$ cat config.mk
export PLATFORM = sky130hd
export DESIGN_NAME = dff_write_arbiter
export DESIGN_NICKNAME = d
export VERILOG_FILES = /design/src/rtl/dff_write_arbiter.sv
export SDC_FILE = /design/constraint.sdc
export NUM_CORES = 1
export LEC_CHECK = 0
export CAP_MARGIN = 20
export CORE_AREA = 2 2 41 46
export DETAILED_ROUTE_END_ITERATION = 10
export DIE_AREA = 0 0 43 48
export GPL_TIMING_DRIVEN = 0
export PLACE_DENSITY = 0.77
export RECOVER_POWER = 25
export SYNTH_ARGS = -nofsm -noshare
export SYNTH_HDL_FRONTEND = slang
export SYNTH_SLANG_ARGS = --single-unit
$ cat constraint.sdc
create_clock -name clk -period 2.4 [get_ports clk]
set_clock_uncertainty 0.1 [all_clocks]
set_input_delay 0.6 -clock clk [delete_from_list [all_inputs] [get_ports clk]]
set_output_delay 0.6 -clock clk [all_outputs]
set_load 0.02 [all_outputs]
$ cat src/rtl/dff_write_arbiter.sv
// -----------------------------------------------------------------------------
// dff_write_arbiter
//
// Purpose:
//    Shares one WIDTH-bit rising-edge register between N_REQ requesters.
//    A round-robin state machine grants the register to one requester at a
//    time. Every granted cycle in which the owner still requests writes the
//    owner's data into the register. A grant lasts at most HOLD_MAX writes.
//    When a grant ends, the next requester takes over on the following edge,
//    with no idle cycle between grants.
//
// Ports:
//    clk       in   1            clock; all state updates on posedge
//    reset     in   1            synchronous, active-high reset
//    req       in   N_REQ        level request, one bit per requester
//    d_bus     in   N_REQ*WIDTH  requester i data at d_bus[i*WIDTH +: WIDTH]
//    gnt       out  N_REQ        registered one-hot grant; zero when idle
//    q         out  WIDTH        shared register contents
//    q_update  out  1            high while q shows a freshly written value
//
// Configuration macro:
//    DFF_ARB_PRIO0_EN  when defined, every pick returns requester 0 whenever
//                      req[0] is high. Otherwise the pick is pure round-robin.
// -----------------------------------------------------------------------------
module dff_write_arbiter #(
   parameter int N_REQ    = 4,
   parameter int WIDTH    = 1,
   parameter int HOLD_MAX = 4
) (
   input  logic                   clk,
   input  logic                   reset,
   input  logic [N_REQ-1:0]       req,
   input  logic [N_REQ*WIDTH-1:0] d_bus,
   output logic [N_REQ-1:0]       gnt,
   output logic [WIDTH-1:0]       q,
   output logic                   q_update
);

   localparam int IDX_W = (N_REQ > 1) ? $clog2(N_REQ) : 1;
   localparam int CNT_W = $clog2(HOLD_MAX + 1);

   typedef enum logic {S_IDLE = 1'b0, S_GRANT = 1'b1} state_t;

   state_t             state_q, state_d;
   logic [IDX_W-1:0]   owner_q, owner_d;
   logic [IDX_W-1:0]   last_q, last_d;
   logic [CNT_W-1:0]   hold_cnt_q, hold_cnt_d;
   logic [N_REQ-1:0]   gnt_q, gnt_d;
   logic [WIDTH-1:0]   q_q, q_d;
   logic               q_update_q, q_update_d;

   logic [WIDTH-1:0]   d_lane [N_REQ];
   logic [N_REQ-1:0]   hi_req;
   logic [N_REQ-1:0]   pick_src;
   logic [IDX_W-1:0]   pick_base;
   logic [IDX_W-1:0]   pick_idx;
   logic               wr_en;
   logic               release_now;

   // Per-requester data lanes and the "strictly above the scan base" mask.
   genvar gi;
   generate
      for (gi = 0; gi < N_REQ; gi++) begin : g_lane
         assign d_lane[gi] = d_bus[gi*WIDTH +: WIDTH];
         assign hi_req[gi] = req[gi] & (IDX_W'(gi) > pick_base);
      end
   endgenerate

   // While granted, the current owner becomes "last" at release, so the
   // scan base is the owner itself. In IDLE it is the last released owner.
   assign pick_base = (state_q == S_GRANT) ? owner_q : last_q;

   // Round-robin pick. Requesters above the base win first. If none of those
   // requests, the scan wraps to the lowest requester, which may be the base
   // itself. This wrap is how a sole requester gets re-picked.
   always_comb begin
      pick_src = (|hi_req) ? hi_req : req;
      pick_idx = '0;
      for (int i = N_REQ - 1; i >= 0; i--) begin
         if (pick_src[i]) pick_idx = IDX_W'(i);
      end
`ifdef DFF_ARB_PRIO0_EN
      if (req[0]) pick_idx = '0;
`else
`endif
   end

   // State register
   always_ff @(posedge clk) begin
      if (reset) begin
         state_q    <= S_IDLE;
         owner_q    <= '0;
         last_q     <= IDX_W'(N_REQ - 1);
         hold_cnt_q <= '0;
         gnt_q      <= '0;
         q_q        <= '0;
         q_update_q <= 1'b0;
      end else begin
         state_q    <= state_d;
         owner_q    <= owner_d;
         last_q     <= last_d;
         hold_cnt_q <= hold_cnt_d;
         gnt_q      <= gnt_d;
         q_q        <= q_d;
         q_update_q <= q_update_d;
      end
   end

   // Next-state logic
   always_comb begin
      state_d     = state_q;
      owner_d     = owner_q;
      last_d      = last_q;
      hold_cnt_d  = hold_cnt_q;
      gnt_d       = gnt_q;
      release_now = 1'b0;
      case (state_q)
         S_IDLE: begin
            gnt_d = '0;
            if (|req) begin
               state_d    = S_GRANT;
               owner_d    = pick_idx;
               gnt_d      = N_REQ'(1) << pick_idx;
               hold_cnt_d = '0;
            end
         end
         S_GRANT: begin
            // A dropped request ends the grant without a write. Reaching the
            // hold limit ends it after this cycle's write.
            release_now = !req[owner_q] || (hold_cnt_q == CNT_W'(HOLD_MAX - 1));
            if (req[owner_q]) hold_cnt_d = hold_cnt_q + CNT_W'(1);
            if (release_now) begin
               last_d     = owner_q;
               hold_cnt_d = '0;
               if (|req) begin
                  owner_d = pick_idx;
                  gnt_d   = N_REQ'(1) << pick_idx;
               end else begin
                  state_d = S_IDLE;
                  gnt_d   = '0;
               end
            end
         end
         default: begin
            state_d = S_IDLE;
            gnt_d   = '0;
         end
      endcase
   end

   // Output logic: write strobe and the data path into the shared register.
   always_comb begin
      wr_en      = (state_q == S_GRANT) && req[owner_q];
      q_d        = wr_en ? d_lane[owner_q] : q_q;
      q_update_d = wr_en;
   end

   assign gnt      = gnt_q;
   assign q        = q_q;
   assign q_update = q_update_q;

endmodule

**Word-level counts from Yosys, hierarchy flattened**

Index checks and enable logic that the tools add are counted.

- Memory bits (writable): 0
- Memories kept: 0
- Bits of input ports: 10
- Output and inout bits: 6
- Memory bits (read-only): 0
- Latch bits: 0
- Logic and storage cells: 56
- Flip-flop bits (word level): 14

- Reduce and logical (&&, ||, !) cells: 7
- Magnitude comparators: 6
- Equality and inequality tests: 4
- Div/mod/pow operators: 0
- Mux-type cells: 24
- Add/sub/neg operators: 1
- Shift operators: 1
- Multiply operators: 0
- Bitwise operators: 6

Operator list:

| operator | number |
|---|---|
| two-way mux 2 bit | 7 |
| two-way mux 4 bit | 3 |
| two-way mux 3 bit | 3 |
| case mux 4 bit (2 select lines) | 1 |
| OR reduction 4 bit | 2 |
| case mux 3 bit (2 select lines) | 1 |
| two-way mux 1 bit | 5 |
| bitwise AND 1 bit | 4 |
| binary-select mux 1 bit (select 2 bit) | 2 |
| > comparator 1 x 2 -> 1 bit (first input constant) | 2 |
| > comparator 2 bit (first input constant) | 2 |
| case mux 2 bit (2 select lines) | 1 |
| AND reduction 2 bit | 2 |
| left shift 1 x 2 -> 4 bit (first input constant) | 1 |
| adder 3 x 1 -> 3 bit (second input constant) | 1 |
| == test 3 x 2 -> 1 bit (second input constant) | 1 |
| >= comparator 3 bit (second input constant) | 1 |
| < comparator 2 x 3 -> 1 bit (second input constant) | 1 |
| != test 3 x 1 -> 1 bit (second input constant) | 1 |
| NOT 2 -> 3 bit | 1 |
| != test 2 x 1 -> 1 bit (second input constant) | 1 |
| != test 2 bit (second input constant) | 1 |
| case mux 1 bit (2 select lines) | 1 |
| logical AND 1 bit | 1 |
| other kinds (3) | 3 |

**Depth between registers and ports, before layout**

- Depth after elaboration: 13
- Depth in mapped cells: 7
- Depth with buffers taken out: 6

**Worst setup path before layout**

OpenSTA, ideal clock, no wires.

- Kind: input port to flip-flop
- From: input req[3]
- To: register gnt_q[2], in the netlist gnt[2]
- Buffers on the path: 1
- Arrival time: 1.727 ns
- Cell stages on the path: 4
- Setup slack: 0.472 ns
- Required time: 2.199 ns
- Setup time: 0.101 ns
- Cells stage by stage: mux4_2 > and3_4 > clkbuf_2 > o41ai_1

- Cells in the longest elaborated chain, start to end: 11
- Elaborated cells between the ends (all ways): 17
- Those cells by class: eq/ne (1); shift (1); mux (10); bitwise (1); reduce/logical (4)

Ends and longest elaborated chain:

| element | RTL line | RTL |
|---|---|---|
| start: declaration | 32 | `input logic [N_REQ-1:0] req,` |
| bitwise AND 1 bit | 65 | `assign hi_req[gi] = req[gi] & (IDX_W'(gi) > pick_base);` |
| OR reduction 4 bit | 77 | `pick_src = (\|hi_req) ? hi_req : req;` |
| two-way mux 4 bit | 77 |  |
| two-way mux 2 bit (4 in series) | 80 | `if (pick_src[i]) pick_idx = IDX_W'(i);` |
| left shift 1 x 2 -> 4 bit | 123, 137 |  |
| two-way mux 4 bit | 120, 135 |  |
| two-way mux 4 bit | 132 | `if (release_now) begin` |
| case mux 4 bit (2 select lines) | 117 | `case (state_q)` |
| end signal: assignment | 103 | `gnt_q <= gnt_d;` |
| end: declaration | 48 | `logic [N_REQ-1:0] gnt_q, gnt_d;` |

Several ways; a longest one is shown, not always the timed one. The select of a mux whose other input is x is not followed.
A chain may end at the register's enable or synchronous reset.

**Worst setup path after layout**

- From: input req[1]
- To: register gnt_q[3], in the netlist gnt[3]

The elaborated chain is that of the path after synthesis.

==> results.md <==
- Yosys reg bits: 14
- Worst R2R Setup Slack: about 0.44 ns
- Final min period: 2.31 ns
- Vias in the first global route: 570
- Synth top area cells: dfxtp_1, nor2_1, a21oi_1
- Avg WL per Cell: between 10 and 15 microns
- GRT overflow: 0
- Ant diodes: 0
- Clock Sinks: 14
- Critical path peak fanout: 8
- WP buf/inv: 2
- Via/cell ratio: slightly below 6
- GRT Total Usage: 0.159
- Synth area leader: dfxtp_1
- GPL Wtd Cong: around 0.77
- Core Rows: 15
- Crit end category: register
- Setup violations, final: 0
- Combinational cell fraction of total power: 0.290
- Hold_buf cts: 0
- Hold slack final: approximately 0.36 ns
- CTS HTree Levels: 1
- Final Cell Area: about 910 sq um
- CP top delay family: buffers and inverters
- Grt met2 use: 0.267
- Post-synthesis compound-gate area fraction: 0.234
- Chip height: 48 microns
- Hold Path Class: register to register
- Largest net degree at the start of global routing: 11
- Part of the power in registers: 0.480
- Root buf cell: clkbuf_4
- Cts bufs inserted: 3
- Fin. Hold Viols: 0
- Clk pwr share: 0.230
- Placed instance area: 888 sq um
- Met1 Resource Use GR: 0.201
- Deepest clock path buffer count: 2
- CTS tree: yes
- IO Pins: 16
- # DRC: 0
- Leak: approximately 0.33 nW
- Post-CTS setup buffer count: 0
- Synth cell count leaders: dfxtp_1, nor2_1, a21oi_1
- Unrepaired setup endpoints after global routing: false
- Pwr Density: roughly 630 mW/mm^2
- Gate count of the mapped netlist: between 70 and 80
- Final period util: 0.963
- Net Sw Frac: 0.308
- Peak Freq: around 0.43 GHz
- Fin nets: roughly 110
- Post-synth cell types: 32
- DR pass1 iterations: 5
- Yosys top cell area share: 0.391
- Slew @ Worst Pin: between 0.5 and 0.6 ns
- Asr flop ratio synth: 0
- Crit path arrival time: around 2.4 ns
- Post-synthesis xor/xnor area fraction: 0
- Routed Antenna Nets: 0
- WP data required: between 2 and 2.5 ns
- Worst-path clk slew: around 0.080 ns
- Status: finished, final reports clean
- Synth-to-layout area growth: 27.1%
- Initial core utilization: 0.455
- Max Slew Vio Count: 0
- Die ar.: 0.00206 sq mm
- # port buffers: 15
- Multiplexer share of the synthesized area: 0.112
- Clock latency on the worst-skew pair: between 0.2 and 0.3 ns
- Initial antenna violation count: 0
- Core area: roughly 0.0016 sq mm
- Crit Path Category: primary input to register
- First DRT Iteration DRCs: 13
- P_int: approximately 400 uW
- Via count: around 670
- Final wirelength: 1510 microns
- Total of max-cap violations: 0
- CP Launch Type: primary input
- Max incr delay on CP: 0.56 ns
- Synth Area in Adders: 0.0349
- Most numerous cell in the Yosys netlist: dfxtp_1
- Most common flop cell mapped by yosys: dfxtp_1
- First-pass GRT wire length: between 2000 and 2500 microns
- Critical-path cell list: clkdlybuf4s50_1 -> mux4_2 -> and3_4 -> clkbuf_2 -> o41ai_1
- Max-slew headroom: 0.605
- Syn_area_per_cell: approximately 9 sq um
- Layer carrying the most global-route usage: met2
- Post-synthesis sequential area ratio: 0.391
- Cell Area, Synth: around 720 sq um
- Die X-Extent: roughly 43 microns
- Synth Area in Simple Gates: 0.190
- Warnings from Yosys: 0
- Mapped Nets: ~90
- DP HPWL: roughly 1200 microns
- Largest family of logic cells by synthesized area: compound AO/OA/AOI/OAI gates
- Critical path's slowest cell: mux4_2
- Peak VDD IR: between 0.3 and 0.4 mV
- Post-cts sizing count: 0
- Psw: ~180 uW
- Routing usage on met3: 0.0226
- Post-synth EDFFs: 0
- Share of post-route cells with drive strength above 1: 0.0928
layer usage:
layer	up-vias	wire length, microns
met5	-	0
met4	0	41
met3	5	53
met2	19	733
met1	304	680
li1	337	-
worst register-to-register path: stages, from the launching register on:
cell	delay (ns)
dfxtp_1	0.46
mux4_2	0.61
and3_4	0.21
clkbuf_2	0.15
o41ai_1	0.34
cell type report:
| class | count | area, sq um |
|---|---|---|
| Fill cell | 157 | 666 |
| Multi-Input combinational cell | 59 | 409 |
| Sequential cell | 14 | 280 |
| Timing Repair Buffer | 15 | 150 |
| Clock buffer | 3 | 22.5 |
| Tap cell | 17 | 21.3 |
| Buffer | 3 | 16.3 |
| Inverter | 3 | 11.3 |
cell families (layout without fill, tap and decap cells):
kind of cell | count (synthesis) | in the layout
AOI/OAI and AO/OA | 24 | 24
adders and majority gates | 2 | 2
buffers and inverters | 6 | 24
DFF | 14 | 14
muxes | 5 | 5
and+or+nand+nor | 28 | 28
power groups by stage:
stage / Clock, mW / Sequential [mW] / Combinational [mW]
floorplan: 0 / 0.289 / 0.0953
CTS: 0.132 / 0.274 / 0.167
global route: 0.141 / 0.278 / 0.180
global placement: 0 / 0.279 / 0.163
finish: 0.132 / 0.274 / 0.166
detailed placement: 0 / 0.280 / 0.166
state kept, by name (all words and copies together) (netlist names):
signal / count
state_q: 1
hold_cnt_q: 3
q: 1
gnt: 4
q_update: 1
last_q: 2
owner_q: 2
layout by cell type, fill, tap and decap left out, drive strengths merged, types with 2 or more instances in the layout:
master / Yosys / final
o32ai: 2 / 2
ha: 2 / 2
nor3: 2 / 2
mux4: 2 / 2
clkdlybuf4s50: 0 / 13
dfxtp: 14 / 14
nand3: 5 / 5
o41ai: 2 / 2
a2bb2oi: 2 / 2
inv: 3 / 3
nand2: 5 / 5
mux2i: 2 / 2
nor2: 10 / 10
nor2b: 2 / 2
dlygate4sd3: 0 / 2
a21oi: 6 / 6
clkbuf: 2 / 5
o21ai: 4 / 4
worst paths after layout:
check | startpoint | end | depth (start not counted)
min reg2reg | q | q | 2
max | req[1] | gnt[3] | 5
min | q | q | 2
max reg2reg | owner_q[0] | gnt[3] | 4
metrics by stage:
stage	std cells	setup WS, ns	power (mW)	util	TNS (ns)
finish	114	0.0893	0.572	0.578	0
global route	114	0.0359	0.600	0.578	0
CTS	114	0.0936	0.573	0.578	0
detailed placement	111	-0.189	0.446	0.563	-0.867
global placement	111	-0.155	0.442	0.563	-0.631
floorplan	79	0.472	0.384	-	0
Power figures use the tool's default switching activity.
